--- config.mk ---
export PLATFORM = sky130hd
export DESIGN_NAME = sdrc_app_stream_if
export DESIGN_NICKNAME = d
export VERILOG_FILES = /design/src/rtl/sdrc_stream_pkg.sv /design/src/rtl/sdrc_sync_fifo.sv /design/src/rtl/sdrc_app_stream_if.sv
export SDC_FILE = /design/constraint.sdc
export NUM_CORES = 1
export LEC_CHECK = 0
export CORE_ASPECT_RATIO = 0.8
export CORE_UTILIZATION = 55
export CTS_CLUSTER_SIZE = 10
export DETAILED_ROUTE_END_ITERATION = 8
export MAX_ROUTING_LAYER = met4
export PLACE_DENSITY = 0.73
export SETUP_SLACK_MARGIN = 0.15
export SLEW_MARGIN = 20
export SYNTH_ARGS = -nofsm -noshare
export SYNTH_HDL_FRONTEND = slang
export SYNTH_SLANG_ARGS = --single-unit
--- constraint.sdc ---
create_clock -name clk -period 17.5 [get_ports clk]
set_clock_uncertainty 0.15 [all_clocks]
set_input_delay 3.5 -clock clk [delete_from_list [all_inputs] [get_ports clk]]
set_output_delay 3.5 -clock clk [all_outputs]
set_load 0.01 [all_outputs]
--- src/rtl/sdrc_stream_pkg.sv ---
// Shared constants and helpers for the SDRAM app-side stream adapter.
//   BYTE_W       : width of one host stream byte
//   fifo_entry_w : FIFO entry width for a data word plus optional byte enables
package sdrc_stream_pkg;

    localparam int unsigned BYTE_W = 8;

    // Entry width for a FIFO carrying dw data bits and bw enable bits.
    function automatic int unsigned fifo_entry_w(input int unsigned dw, input int unsigned bw);
        return dw + bw;
    endfunction

endpackage

--- src/rtl/sdrc_sync_fifo.sv ---
// Single-clock FIFO with show-ahead head and extra-MSB pointers.
//   clk, reset_n : clock, asynchronous active-low reset
//   push, din    : write request/data (accepted when not full, or full with a pop)
//   pop          : consume head (ignored when empty)
//   dout         : head entry (don't-care while empty)
//   full, empty  : status
//   count        : occupancy 0..2**AW
module sdrc_sync_fifo #(
    parameter int unsigned W  = 32,
    parameter int unsigned AW = 3
) (
    input  logic          clk,
    input  logic          reset_n,
    input  logic          push,
    input  logic [W-1:0]  din,
    input  logic          pop,
    output logic [W-1:0]  dout,
    output logic          full,
    output logic          empty,
    output logic [AW:0]   count
);

    localparam int unsigned DEPTH = 2**AW;

    logic [W-1:0] mem [DEPTH];
    logic [AW:0]  wr_ptr;
    logic [AW:0]  rd_ptr;
    logic         do_push;
    logic         do_pop;

    assign empty   = (wr_ptr == rd_ptr);
    assign full    = (wr_ptr[AW] != rd_ptr[AW]) && (wr_ptr[AW-1:0] == rd_ptr[AW-1:0]);
    assign count   = wr_ptr - rd_ptr;
    assign do_pop  = pop & ~empty;
    // A full FIFO still takes a push when the head leaves on the same edge.
    assign do_push = push & (~full | do_pop);
    assign dout    = mem[rd_ptr[AW-1:0]];

    // Pointer update.
    always_ff @(posedge clk or negedge reset_n) begin
        if (!reset_n) begin
            wr_ptr <= '0;
            rd_ptr <= '0;
        end else begin
            if (do_push) wr_ptr <= wr_ptr + (AW+1)'(1);
            if (do_pop)  rd_ptr <= rd_ptr + (AW+1)'(1);
        end
    end

    // Storage; contents are meaningless once pointers reset.
    always_ff @(posedge clk) begin
        if (do_push) mem[wr_ptr[AW-1:0]] <= din;
    end

endmodule

--- src/rtl/sdrc_app_stream_if.sv ---
// Application-side stream adapter for the SDRAM controller app data port.
//   Write: host bytes (s_wr_*) packed little-endian into APP_DW words with
//          active-low enables, queued, presented on app_wr_data/app_wr_en_n,
//          popped by app_wr_next. wr_flush pushes a partial word.
//   Read : app_rd_data words captured on app_rd_valid, unpacked to m_rd_* bytes.
//   Status: wr_words, rd_space occupancy; sticky wr_underrun / rd_overrun.
module sdrc_app_stream_if
    import sdrc_stream_pkg::*;
#(
    parameter int unsigned APP_DW = 32,
    parameter int unsigned APP_BW = 4,
    parameter int unsigned WR_AW  = 3,
    parameter int unsigned RD_AW  = 3
) (
    input  logic              clk,
    input  logic              reset_n,
    input  logic [7:0]        s_wr_data,
    input  logic              s_wr_valid,
    output logic              s_wr_ready,
    input  logic              wr_flush,
    output logic [APP_DW-1:0] app_wr_data,
    output logic [APP_BW-1:0] app_wr_en_n,
    input  logic              app_wr_next,
    output logic [WR_AW:0]    wr_words,
    input  logic [APP_DW-1:0] app_rd_data,
    input  logic              app_rd_valid,
    output logic [RD_AW:0]    rd_space,
    output logic [7:0]        m_rd_data,
    output logic              m_rd_valid,
    input  logic              m_rd_ready,
    output logic              wr_underrun,
    output logic              rd_overrun
);

    localparam int unsigned CW   = $clog2(APP_BW);
    localparam int unsigned WF_W = fifo_entry_w(APP_DW, APP_BW);
    localparam int unsigned RF_W = fifo_entry_w(APP_DW, 0);

    // ---------------- write path ----------------
    logic [APP_DW-1:0] wr_buf;
    logic [CW-1:0]     wr_cnt;
    logic              flush_pend;
    logic [APP_DW-1:0] buf_upd;
    logic [CW:0]       fill;
    logic [APP_BW-1:0] part_en_n;
    logic              byte_acc;
    logic              word_done;
    logic              flush_req;
    logic              wf_push;
    logic [WF_W-1:0]   wf_dout;
    logic              wf_full;
    logic              wf_empty;

    assign s_wr_ready = ~flush_pend & ~((wr_cnt == CW'(APP_BW-1)) & wf_full);
    assign byte_acc   = s_wr_valid & s_wr_ready;
    assign word_done  = byte_acc & (wr_cnt == CW'(APP_BW-1));
    // A pending flush retries each cycle; a new flush is moot if this byte completes the word.
    assign flush_req  = flush_pend | (wr_flush & ~word_done & (fill != '0));
    assign wf_push    = word_done | (flush_req & ~wf_full);

    // Merge this cycle's byte and derive lane enables from the resulting fill.
    always_comb begin
        buf_upd   = wr_buf;
        part_en_n = '1;
        if (byte_acc) buf_upd[BYTE_W*wr_cnt +: BYTE_W] = s_wr_data;
        fill = {1'b0, wr_cnt} + (CW+1)'(byte_acc);
        for (int unsigned k = 0; k < APP_BW; k++) begin
            part_en_n[k] = ((CW+1)'(k) >= fill);
        end
    end

    // Packer state; the buffer clears on push so unfilled lanes read as zero.
    always_ff @(posedge clk or negedge reset_n) begin
        if (!reset_n) begin
            wr_buf     <= '0;
            wr_cnt     <= '0;
            flush_pend <= 1'b0;
        end else if (wf_push) begin
            wr_buf     <= '0;
            wr_cnt     <= '0;
            flush_pend <= 1'b0;
        end else begin
            wr_buf     <= buf_upd;
            wr_cnt     <= fill[CW-1:0];
            flush_pend <= flush_req;
        end
    end

    sdrc_sync_fifo #(.W(WF_W), .AW(WR_AW)) u_wr_fifo (
        .clk     (clk),
        .reset_n (reset_n),
        .push    (wf_push),
        .din     ({part_en_n, buf_upd}),
        .pop     (app_wr_next),
        .dout    (wf_dout),
        .full    (wf_full),
        .empty   (wf_empty),
        .count   (wr_words)
    );

    assign app_wr_data = wf_empty ? '0 : wf_dout[APP_DW-1:0];
    assign app_wr_en_n = wf_empty ? '1 : wf_dout[WF_W-1:APP_DW];

    // ---------------- read path ----------------
    logic [RF_W-1:0]   rf_dout;
    logic              rf_full;
    logic              rf_empty;
    logic [RD_AW:0]    rf_count;
    logic [APP_DW-1:0] cur_word;
    logic [CW-1:0]     rd_idx;
    logic [CW-1:0]     rd_idx_nxt;
    logic              take;
    logic              last_take;
    logic              load;

    assign take       = m_rd_valid & m_rd_ready;
    assign last_take  = take & (rd_idx == CW'(APP_BW-1));
    // Reload on the edge the last byte leaves so the byte stream has no bubble.
    assign load       = (~m_rd_valid | last_take) & ~rf_empty;
    assign rd_idx_nxt = rd_idx + CW'(1);

    sdrc_sync_fifo #(.W(RF_W), .AW(RD_AW)) u_rd_fifo (
        .clk     (clk),
        .reset_n (reset_n),
        .push    (app_rd_valid),
        .din     (app_rd_data),
        .pop     (load),
        .dout    (rf_dout),
        .full    (rf_full),
        .empty   (rf_empty),
        .count   (rf_count)
    );

    assign rd_space = (RD_AW+1)'(2**RD_AW) - rf_count;

    // Unpacker: current word, lane index and registered byte output.
    always_ff @(posedge clk or negedge reset_n) begin
        if (!reset_n) begin
            cur_word   <= '0;
            rd_idx     <= '0;
            m_rd_valid <= 1'b0;
            m_rd_data  <= '0;
        end else if (load) begin
            cur_word   <= rf_dout;
            rd_idx     <= '0;
            m_rd_valid <= 1'b1;
            m_rd_data  <= rf_dout[BYTE_W-1:0];
        end else if (last_take) begin
            m_rd_valid <= 1'b0;
        end else if (take) begin
            rd_idx     <= rd_idx_nxt;
            m_rd_data  <= cur_word[BYTE_W*rd_idx_nxt +: BYTE_W];
        end
    end

    // Sticky error flags.
    always_ff @(posedge clk or negedge reset_n) begin
        if (!reset_n) begin
            wr_underrun <= 1'b0;
            rd_overrun  <= 1'b0;
        end else begin
            if (app_wr_next & wf_empty)             wr_underrun <= 1'b1;
            if (app_rd_valid & rf_full & ~load)     rd_overrun  <= 1'b1;
        end
    end

endmodule

==> run summary, run 1 <==
Number of clock sinks: 640
GR Overflow Total: 0
Drt wl/cell: 23.8 um
Pre-CTS setup slack: 9.07 ns
Reg clk slew, reported paths: 0.06 ns
Starting DRT DRC Count: 1,170
Die Height: 194 um
Async set-reset flop share out of synthesis: 15.0%
PostCTS Resize Cnt: 0
Register area: 18,700 um2
Status: finished, final reports clean
Cell row count: 70
TritonRoute pass-1 iters: 5
Min-delay src: rd_overrun$_DFFE_PN0P_
CP startpoint: u_wr_fifo.rd_ptr[1]$_DFFE_PN0P_
Worst flop-to-flop path startpoint: u_wr_fifo.rd_ptr[2]$_DFFE_PN0P_
Share of layout cells above drive strength 1: 19.5%
Routed met2 length: 24.8 mm
P_leak: 10.2 nW
Crit path time final: 7.62 ns
Syn Area/Cell: 18.0 um2
Die area: 47,100 um2
RD Place Congestion: 0.834
IO Pins: 103
Metal3 WL: 3.77 mm
Total number of vias: 13,100
Met1 WL: 23.2 mm
Area occupied by multi-input gates: 6340 um2
Final Hold Slack: 0.309 ns
Critical path class: reg -> out
Final setup viols: 0
Sequential share of the synthesized area: 73.7%
Worst setup margin: 9.88 ns
Syn nets: 1,481
Yosys top cell by area: edfxtp_1
TNS Setup: 0 ns
Layout Area Growth over Synthesis: 15.1%
Vias in the first global route: 13,500
Fin. Hold Viols: 0
RSZ-0062 raised after global routing: no
Initial antenna violation count: 4
Most common cell in the netlist: edfxtp_1
Unique masters post-synth: 50
Largest net degree at the start of global routing: 66
Required time of the critical path: 13.85 ns
Post-synth top flop: edfxtp_1
Worst-Margin Slew: 0.944 ns
Highest metal used: met4
CTS buffer count: 73
Final WL: 52.9 mm
DR vias/cell: 5.92
Synth cell count leaders: 544 x edfxtp_1, 233 x nand2_1, 136 x mux4_2
Nets: 1,615
Seq cells post-synth: 640
Max-slew headroom: 37.1%
CTS tree: done
Fillers: 3,082
CP Max Fanout: 34
Max Fclk: 0.131 GHz
Post-synthesis cell count: 1,410
Placeable Area: 45,600 um2
Tightest Hold Check Type: reg -> reg
Max Buffers Root-to-Sink: 3
Starting density of the core: 55.7%
Fin crit share: 43.5%
Post-DP HPWL: 30.5 mm
Total Routing Usage GR: 24.3%
Pwr per Cell Area: 176 nW/um2
Mapped cell area: 25,400 um2
Maxcap violations: 0
Yosys top cell area share: 64.2%
Fin. max-slew vios: 0
CP Capture Type: output pin
CP startpoint kind: flop
Synth warn: 0
Root Driver: clkbuf_16
H-tree depth: 3
Die X: 242 um
Drt drc: 0
Post-CTS Setup Repair Bufs: 0
Max VDD drop: 0.116 mV
Hold Buf Count CTS: 0
Port Buf Inserts: 102
Clk Latency, worst-skew pair: 0.61 ns
Global-route wire length before repair: 82.1 mm
Arr. time, crit path: 3.97 ns
Final ANT Viol Nets: 0
Number of synthesized flops with an enable pin: 544
Top post-synthesis cells by area: edfxtp_1 64%, mux4_2 12%, dfrtp_1 9.4%, nand2_1 3.4%, mux2i_1 1.6%
-- metrics by stage --
step | instance area [um2] | utilization [%] | total power [W] | instances
after floorplan | 25400 | - | 0.00320 | 1410
after global placement | 27100 | 59.5 | 0.00379 | 2081
after detailed placement | 27100 | 59.5 | 0.00383 | 2081
after CTS | 29200 | 64.1 | 0.00519 | 2215
after global routing | 29300 | 64.1 | 0.00541 | 2219
final | 29300 | 64.1 | 0.00515 | 2219
-- sequential cells by signal (all words and copies together) (netlist names) --
register,cells
wr_underrun,1
flush_pend,1
wr_buf,32
u_rd_fifo.wr_ptr,4
u_wr_fifo.wr_ptr,4
cur_word,32
u_wr_fifo.mem,288
rd_idx,2
m_rd_data,8
m_rd_valid,1
wr_cnt,2
rd_overrun,1
u_wr_fifo.rd_ptr,4
u_rd_fifo.rd_ptr,4
u_rd_fifo.mem,256
-- routing by layer --
metal | vias up | global-route usage [%]
met2 | 463 | 35.2
met1 | 6849 | 35.6
met3 | 85 | 4.85
met5 | - | -
li1 | 5737 | -
met4 | 0 | 6.87
-- worst paths after layout --
path	to	slack, ns	depth (start not counted)
worst max-delay path	app_wr_data[24]	9.88	7
worst min-delay path	rd_overrun$_DFFE_PN0P_	0.31	1
worst max register to register	u_wr_fifo.mem[0][4]$_DFFE_PP_	11.80	13
worst min register to register	rd_overrun$_DFFE_PN0P_	0.31	1
max in group asynchronous	u_wr_fifo.rd_ptr[0]$_DFFE_PN0P_	13.18	2
min in group asynchronous	cur_word[10]$_DFFE_PN0P_	2.78	1
-- power breakdown --
group,leakage [nW],switching (W),total [W],internal [W]
Sequential,6.24,0.000175,0.00215,0.00197
Clock,1.00,0.000574,0.00136,0.000789
Combinational,2.97,0.000876,0.00165,0.000769
-- cell families after synthesis --
kind of cell	count (synthesis)	share of synthesized area, %
flops	640	73.7
simple gates	327	5.56
mux	178	13.7
compound gates	133	3.28
buf+inv	90	1.81
fa+ha+maj	24	1.24
xor+xnor	18	0.723
-- layout make-up --
type,instances,area share (%)
clock inverter,6,0.269
multi-input combinational,680,21.7
tap,612,2.62
clock buffer,128,6.95
timing repair buffer,129,4.17
inverter,20,0.256
antenna,4,0.0342
sequential,640,64.1
-- critical path: stages (launching register included) --
cell and delay [ns]:
dfrtp_2 0.94, inv_1 0.11, ha_1 0.35, nand3_1 0.14, nor2b_2 0.75, buf_4 0.43, a21oi_1 0.14, clkdlybuf4s50_1 0.50
-- cell usage in the layout (no fill, tap or decap), drive strengths merged, types with 2 or more instances in the layout --
cell and count:
clkinv 3, nand4 3, nor3 8, ha 22, a21oi 65, and3 4, mux4 136, clkdlybuf4s50 101
o31a 2, dfrtp 96, nor3b 5, a21bo 2, edfxtp 544, a22o 2, mux2 2, xnor2 15
a22oi 8, buf 28, nand3 9, or2 32, clkbuf 128, o21ai 26, xor2 3, nor2 22
mux2i 40, nand2b 3, diode 4, nor2b 4, nand2 233, o211ai 12, fa 2, a21o 4
inv 23, and2 2, a31oi 8
(Power assumes the default switching activity.)
==> run 2, diff against run 1 <==
clock period = 7.65 ns   (was 17.5 ns; I/O delays follow)
==> run 2 against run 1 <==
  * First-iteration DRC count up 0.68%
  * Largest cell class unchanged
  * Highest routed layer unchanged
  * Design area about the same
  * Flip-flop and latch count unchanged
  * Via count decreased by 0.66%
  * Hold slack better by 0.0045 ns
  * Non-clock buffer count is 1 higher
  * Core utilization about the same
  * Largest power group unchanged
  * Register-to-register slack lost 9.5 ns
  * Combinational power is 130% higher
==> run summary, run 2 (same netlist as run 1, synthesis figures left out) <==
Max-slew headroom: 33.6% (-3.5 points)
Largest net degree at the start of global routing: 66 (unchanged)
Worst flop-to-flop path startpoint: u_wr_fifo.rd_ptr[2]$_DFFE_PN0P_
Crit path time final: 5.75 ns
Worst-Margin Slew: 0.992 ns (+0.0481 ns)
GR Overflow Total: 0 (unchanged)
Die X: 242 um (unchanged)
IO Pins: 103 (unchanged)
CP Max Fanout: 37 (+8.8%)
Clk Latency, worst-skew pair: 0.61 ns (about the same)
Share of layout cells above drive strength 1: 19.5% (+0.073 points)
Fin. max-slew vios: 0 (unchanged)
CTS tree: done
CP startpoint: u_wr_fifo.rd_ptr[2]$_DFFE_PN0P_
Most frequent cells in the layout: 544 x edfxtp_1, 233 x nand2_1, 136 x mux4_2
DR vias/cell: 5.90 (-0.26%)
Post-CTS Setup Repair Bufs: 0 (unchanged)
TritonRoute pass-1 iters: 5 (unchanged)
Drt drc: 0 (unchanged)
Root Driver: clkbuf_16
RSZ-0062 raised after global routing: no
P_leak: 10.2 nW (about the same)
Pwr per Cell Area: 403 nW/um2 (+130%)
Status: finished, final reports clean
Max Buffers Root-to-Sink: 3 (unchanged)
Reg clk slew, reported paths: 0.05 ns (about the same)
CTS buffer count: 74 (+1.4%)
Max Fclk: 0.174 GHz
Commonest non-fill, non-tap cell in the layout: edfxtp_1
TNS Setup: 0 ns (unchanged)
PostCTS Resize Cnt: 0 (unchanged)
Arr. time, crit path: 4.07 ns (+0.10 ns)
Cell row count: 70 (unchanged)
Fin crit share: 75.2%
Starting DRT DRC Count: 1,178 (+0.68%)
Hold Buf Count CTS: 0 (unchanged)
Final WL: 52.8 mm (-0.15%)
CP Capture Type: output pin
Post-DP HPWL: 30.9 mm (+1.3%)
Die area: 47,100 um2 (unchanged)
Final Hold Slack: 0.314 ns (+0.00452 ns)
Number of clock sinks: 640 (unchanged)
Critical path class: reg -> out
Layout Area Growth over Synthesis: 15.1% (about the same)
Max VDD drop: 0.233 mV (+100%)
Die Height: 194 um (unchanged)
Final ANT Viol Nets: 0 (unchanged)
CP startpoint kind: flop
RD Place Congestion: 0.845 (+1.3%)
Max reg flops: 288 (unchanged)
Starting density of the core: 55.7% (unchanged)
Total number of vias: 13,000 (-0.66%)
Required time of the critical path: 5.97 ns (-7.88 ns)
Final setup viols: 0 (unchanged)
Tightest Hold Check Type: reg -> reg
Initial antenna violation count: 1 (-3)
Drt wl/cell: 23.9 um (+0.25%)
Min-delay src: wr_underrun$_DFFE_PN0P_
Vias in the first global route: 13,400 (-0.76%)
Placeable Area: 45,600 um2 (unchanged)
Port Buf Inserts: 102 (unchanged)
Maxcap violations: 0 (unchanged)
H-tree depth: 3 (unchanged)
Global-route wire length before repair: 81.6 mm (-0.62%)
Total Routing Usage GR: 24.1% (-0.22 points)
Nets: 1,617 (+0.12%)
Fin. Hold Viols: 0 (unchanged)
[run 2: critical path, stage by stage, from the launching register on]
cell and delay, ns:
dfrtp_1 0.38, inv_2 0.65, ha_1 0.34, nand3_1 0.20
nor2b_2 0.82, buf_4 0.42, a21oi_1 0.13, clkdlybuf4s50_1 0.50
[run 2: layer usage]
metal  track usage, %  part of all wire [%]  up-vias  wire length, um
met5                -                     0        -                0
met4             5.56                   1.7        0              898
met1             35.0                    44     6795            23300
li1                 -                     -     5737                -
met2             35.3                    47      437            24800
met3             5.32                   7.1       78             3760
[run 2: power breakdown]
part	internal (W)	switching, W	total, W
logic	0.00176	0.00202	0.00378
registers	0.00451	0.000375	0.00488
clock network	0.00184	0.00129	0.00313
total	0.00811	0.00369	0.0118
[run 2: final cells by class]
type / instances / area [um2]
tap: 612 / 766
clock inverter: 5 / 40.0
sequential: 640 / 18700
fill: 3081 / 16400
inverter: 20 / 75.1
timing repair buffer: 130 / 1230
multi-input combinational: 680 / 6330
clock buffer: 122 / 2070
antenna: 1 / 2.50
[run 2: metrics by stage]
stage | power, W | setup WS, ns | instances | utilization (%) | area, um2
4_1_cts | 0.0119 | 1.88 | 2209 | 64.1 | 29300
6_report | 0.0118 | 1.90 | 2210 | 64.1 | 29300
3_3_place_gp | 0.00867 | 1.95 | 2082 | 59.5 | 27100
5_1_grt | 0.0124 | 1.70 | 2210 | 64.1 | 29300
2_1_floorplan | 0.00733 | 1.32 | 1410 | - | 25400
3_5_place_dp | 0.00876 | 1.92 | 2082 | 59.5 | 27100
[run 2: worst paths after layout]
check                                             endpoint  slack (ns)  depth (start not counted)
setup / recovery                           app_wr_data[22]        1.90                          7
hold / removal                     wr_underrun$_DFFE_PN0P_        0.31                          1
min in group asynchronous         cur_word[11]$_DFFE_PN0P_        0.75                          1
max in group asynchronous  u_wr_fifo.rd_ptr[0]$_DFFE_PN0P_        5.28                          2
setup reg to reg             u_wr_fifo.mem[5][0]$_DFFE_PP_        2.34                         13
hold reg to reg                    wr_underrun$_DFFE_PN0P_        0.31                          1
==> run 3, diff against run 2 <==
clock period = 5.6 ns   (was 7.65 ns; I/O delays follow)
==> run 3 against run 2 <==
  * Worst setup slack got worse by 1.3 ns
  * Non-clock buffer count up 6
  * Via count grew 1.0%
  * Hold slack got worse by 0.0034 ns
  * Global-route usage is essentially flat
  * First-iteration DRC count grew 4.2%
  * Flip-flop and latch count unchanged
  * Clock power grew 38%
  * Routed wire length grew 0.25%
  * Highest routed layer unchanged
==> run summary, run 3 (same netlist as run 1, synthesis figures left out) <==
Status: finished, final reports clean
Root Driver: clkbuf_16
Maxcap violations: 0 (unchanged)
Required time of the critical path: 4.33 ns (-1.64 ns)
P_sw: 0.00507 W (+38%)
Max-slew headroom: 30.2% (-3.4 points)
TritonRoute pass-1 iters: 5 (unchanged)
Fin crit share: 89.8%
Layout Area Growth over Synthesis: 15.6%
Final Hold Slack: 0.310 ns (-0.00338 ns)
GR Overflow Total: 0 (unchanged)
Commonest non-fill, non-tap cell in the layout: edfxtp_1
Sequential power share: 40.2% (-1.2 points)
Vias in the first global route: 13,600 (+1.4%)
Die area: 47,100 um2 (unchanged)
Crit path time final: 5.03 ns
Critical path class: reg -> out
RD Place Congestion: 0.866 (+2.5%)
Final setup viols: 0 (unchanged)
Max Buffers Root-to-Sink: 3 (unchanged)
Tightest Hold Check Type: reg -> reg
Worst-Margin Slew: 1.05 ns (+0.0544 ns)
DR vias/cell: 5.94 (+0.54%)
CTS tree: done
CP max stage delay: 0.78 ns (-0.04 ns)
Reg clk slew, reported paths: 0.06 ns (about the same)
Total number of vias: 13,200 (+1.0%)
Starting density of the core: 55.7% (unchanged)
CP startpoint kind: flop
PostCTS Resize Cnt: 0 (unchanged)
Port Buf Inserts: 102 (unchanged)
Starting DRT DRC Count: 1,227 (+4.2%)
Max reg flops: 288 (unchanged)
Die Height: 194 um (unchanged)
Most frequent cells in the layout: 544 x edfxtp_1, 233 x nand2_1, 136 x mux4_2
TNS Setup: 0 ns (unchanged)
Cell row count: 70 (unchanged)
Crit-path cells: buf_4, buf_4, mux4_2, nand2_1, a21oi_1, clkdlybuf4s50_1
CP Max Fanout: 44 (+19%)
Fin. max-slew vios: 0 (unchanged)
Initial antenna violation count: 5 (+4)
Pwr per Cell Area: 552 nW/um2 (+37%)
Drt drc: 0 (unchanged)
Max Fclk: 0.199 GHz
Pint: 0.0112 W (+38%)
H-tree depth: 3 (unchanged)
Largest net degree at the start of global routing: 77 (+17%)
Fin. Hold Viols: 0 (unchanged)
Post-CTS Setup Repair Bufs: 0 (unchanged)
Max VDD drop: 0.503 mV (+120%)
Nets: 1,623 (+0.37%)
Global-route wire length before repair: 81.8 mm (+0.29%)
Hold Buf Count CTS: 0 (unchanged)
Placeable Area: 45,600 um2 (unchanged)
Sw Ratio: 31.3% (about the same)
Crit-path slowest cell: buf_4
Number of clock sinks: 640 (unchanged)
CP Capture Type: output pin
Post-DP HPWL: 31.1 mm (+0.70%)
RSZ-0062 raised after global routing: no
Clk pwr share: 26.6% (about the same)
P_leak: 10.3 nW (+0.65%)
Total Routing Usage GR: 24.1% (-0.035 points)
Clk Latency, worst-skew pair: 0.60 ns (about the same)
Final ANT Viol Nets: 0 (unchanged)
CTS buffer count: 74 (unchanged)
IO Pins: 103 (unchanged)
Die X: 242 um (unchanged)
Arr. time, crit path: 3.76 ns (-0.31 ns)
Power share of the combinational group: 33.3% (+1.3 points)
Drt wl/cell: 23.8 um (-0.24%)
Share of layout cells above drive strength 1: 20.0% (+0.41 points)
CP most frequent cell: buf_4
Final WL: 52.9 mm (+0.25%)
==> run 3: changes by cell type in the layout (fill, tap and decap cells not counted), sizes merged <==
cell | before | now
clkbuf | 122 | 124
clkinvlp | 1 | 0
diode | 1 | 5
buf | 29 | 35
clkinv | 4 | 3
inv | 20 | 21
==> run 3: power groups by stage <==
stage	Combinational (W)	Clock, W	Sequential (W)
2_1_floorplan	0.00352	0	0.00649
5_1_grt	0.00586	0.00455	0.00659
3_3_place_gp	0.00535	0	0.00655
4_1_cts	0.00545	0.00439	0.00652
6_report	0.00540	0.00431	0.00652
3_5_place_dp	0.00543	0	0.00660
==> run 3: worst paths after layout <==
path                                                  from                         endpoint  slack, ns  cells past startpoint
setup / recovery           u_wr_fifo.rd_ptr[0]$_DFFE_PN0P_                  app_wr_data[20]       0.57                      6
hold / removal                      rd_overrun$_DFFE_PN0P_           rd_overrun$_DFFE_PN0P_       0.31                      1
setup reg to reg           u_wr_fifo.wr_ptr[0]$_DFFE_PN0P_   u_wr_fifo.mem[6][16]$_DFFE_PP_       0.93                     13
hold reg to reg                     rd_overrun$_DFFE_PN0P_           rd_overrun$_DFFE_PN0P_       0.31                      1
max in group asynchronous                          reset_n  u_rd_fifo.rd_ptr[0]$_DFFE_PN0P_       3.77                      2
min in group asynchronous                          reset_n         cur_word[27]$_DFFE_PN0P_       0.49                      1
==> run 3: cell type report <==
| class | count | area [um2] |
|---|---|---|
| Antenna cell | 5 | 12.5 |
| Clock buffer | 124 | 2100 |
| Clock inverter | 4 | 30.0 |
| Fill cell | 3123 | 16200 |
| Inverter | 20 | 75.1 |
| Multi-Input combinational cell | 680 | 6350 |
| Sequential cell | 640 | 18800 |
| Tap cell | 612 | 766 |
| Timing Repair Buffer | 136 | 1310 |
==> run 3: routing by layer <==
layer  global-route usage [%]  wire length (um)
met1                     34.0             23200
met3                     4.81              3390
met5                        -                 0
met4                     7.45              1230
met2                     35.8             25100
==> run 3: through the flow <==
stage               area [um2]  worst slack, ns  power [W]  utilization, %  std cells
floorplan                25500           -0.345     0.0100               -       1410
global placement         27200            0.651     0.0119            59.6       2086
detailed placement       27200            0.606     0.0120            59.7       2087
CTS                      29400            0.447     0.0164            64.3       2215
global route             29400            0.245     0.0170            64.4       2221
finish                   29400            0.569     0.0162            64.4       2221
==> run 3: critical path, delay by kind of cell (launching register included) <==
family                 cells  cell delay, ns
muxes                      1            0.37
AOI/OAI and AO/OA          1            0.35
buffers and inverters      3            1.91
and+or+nand+nor            1            0.05
DFF                        1            0.41
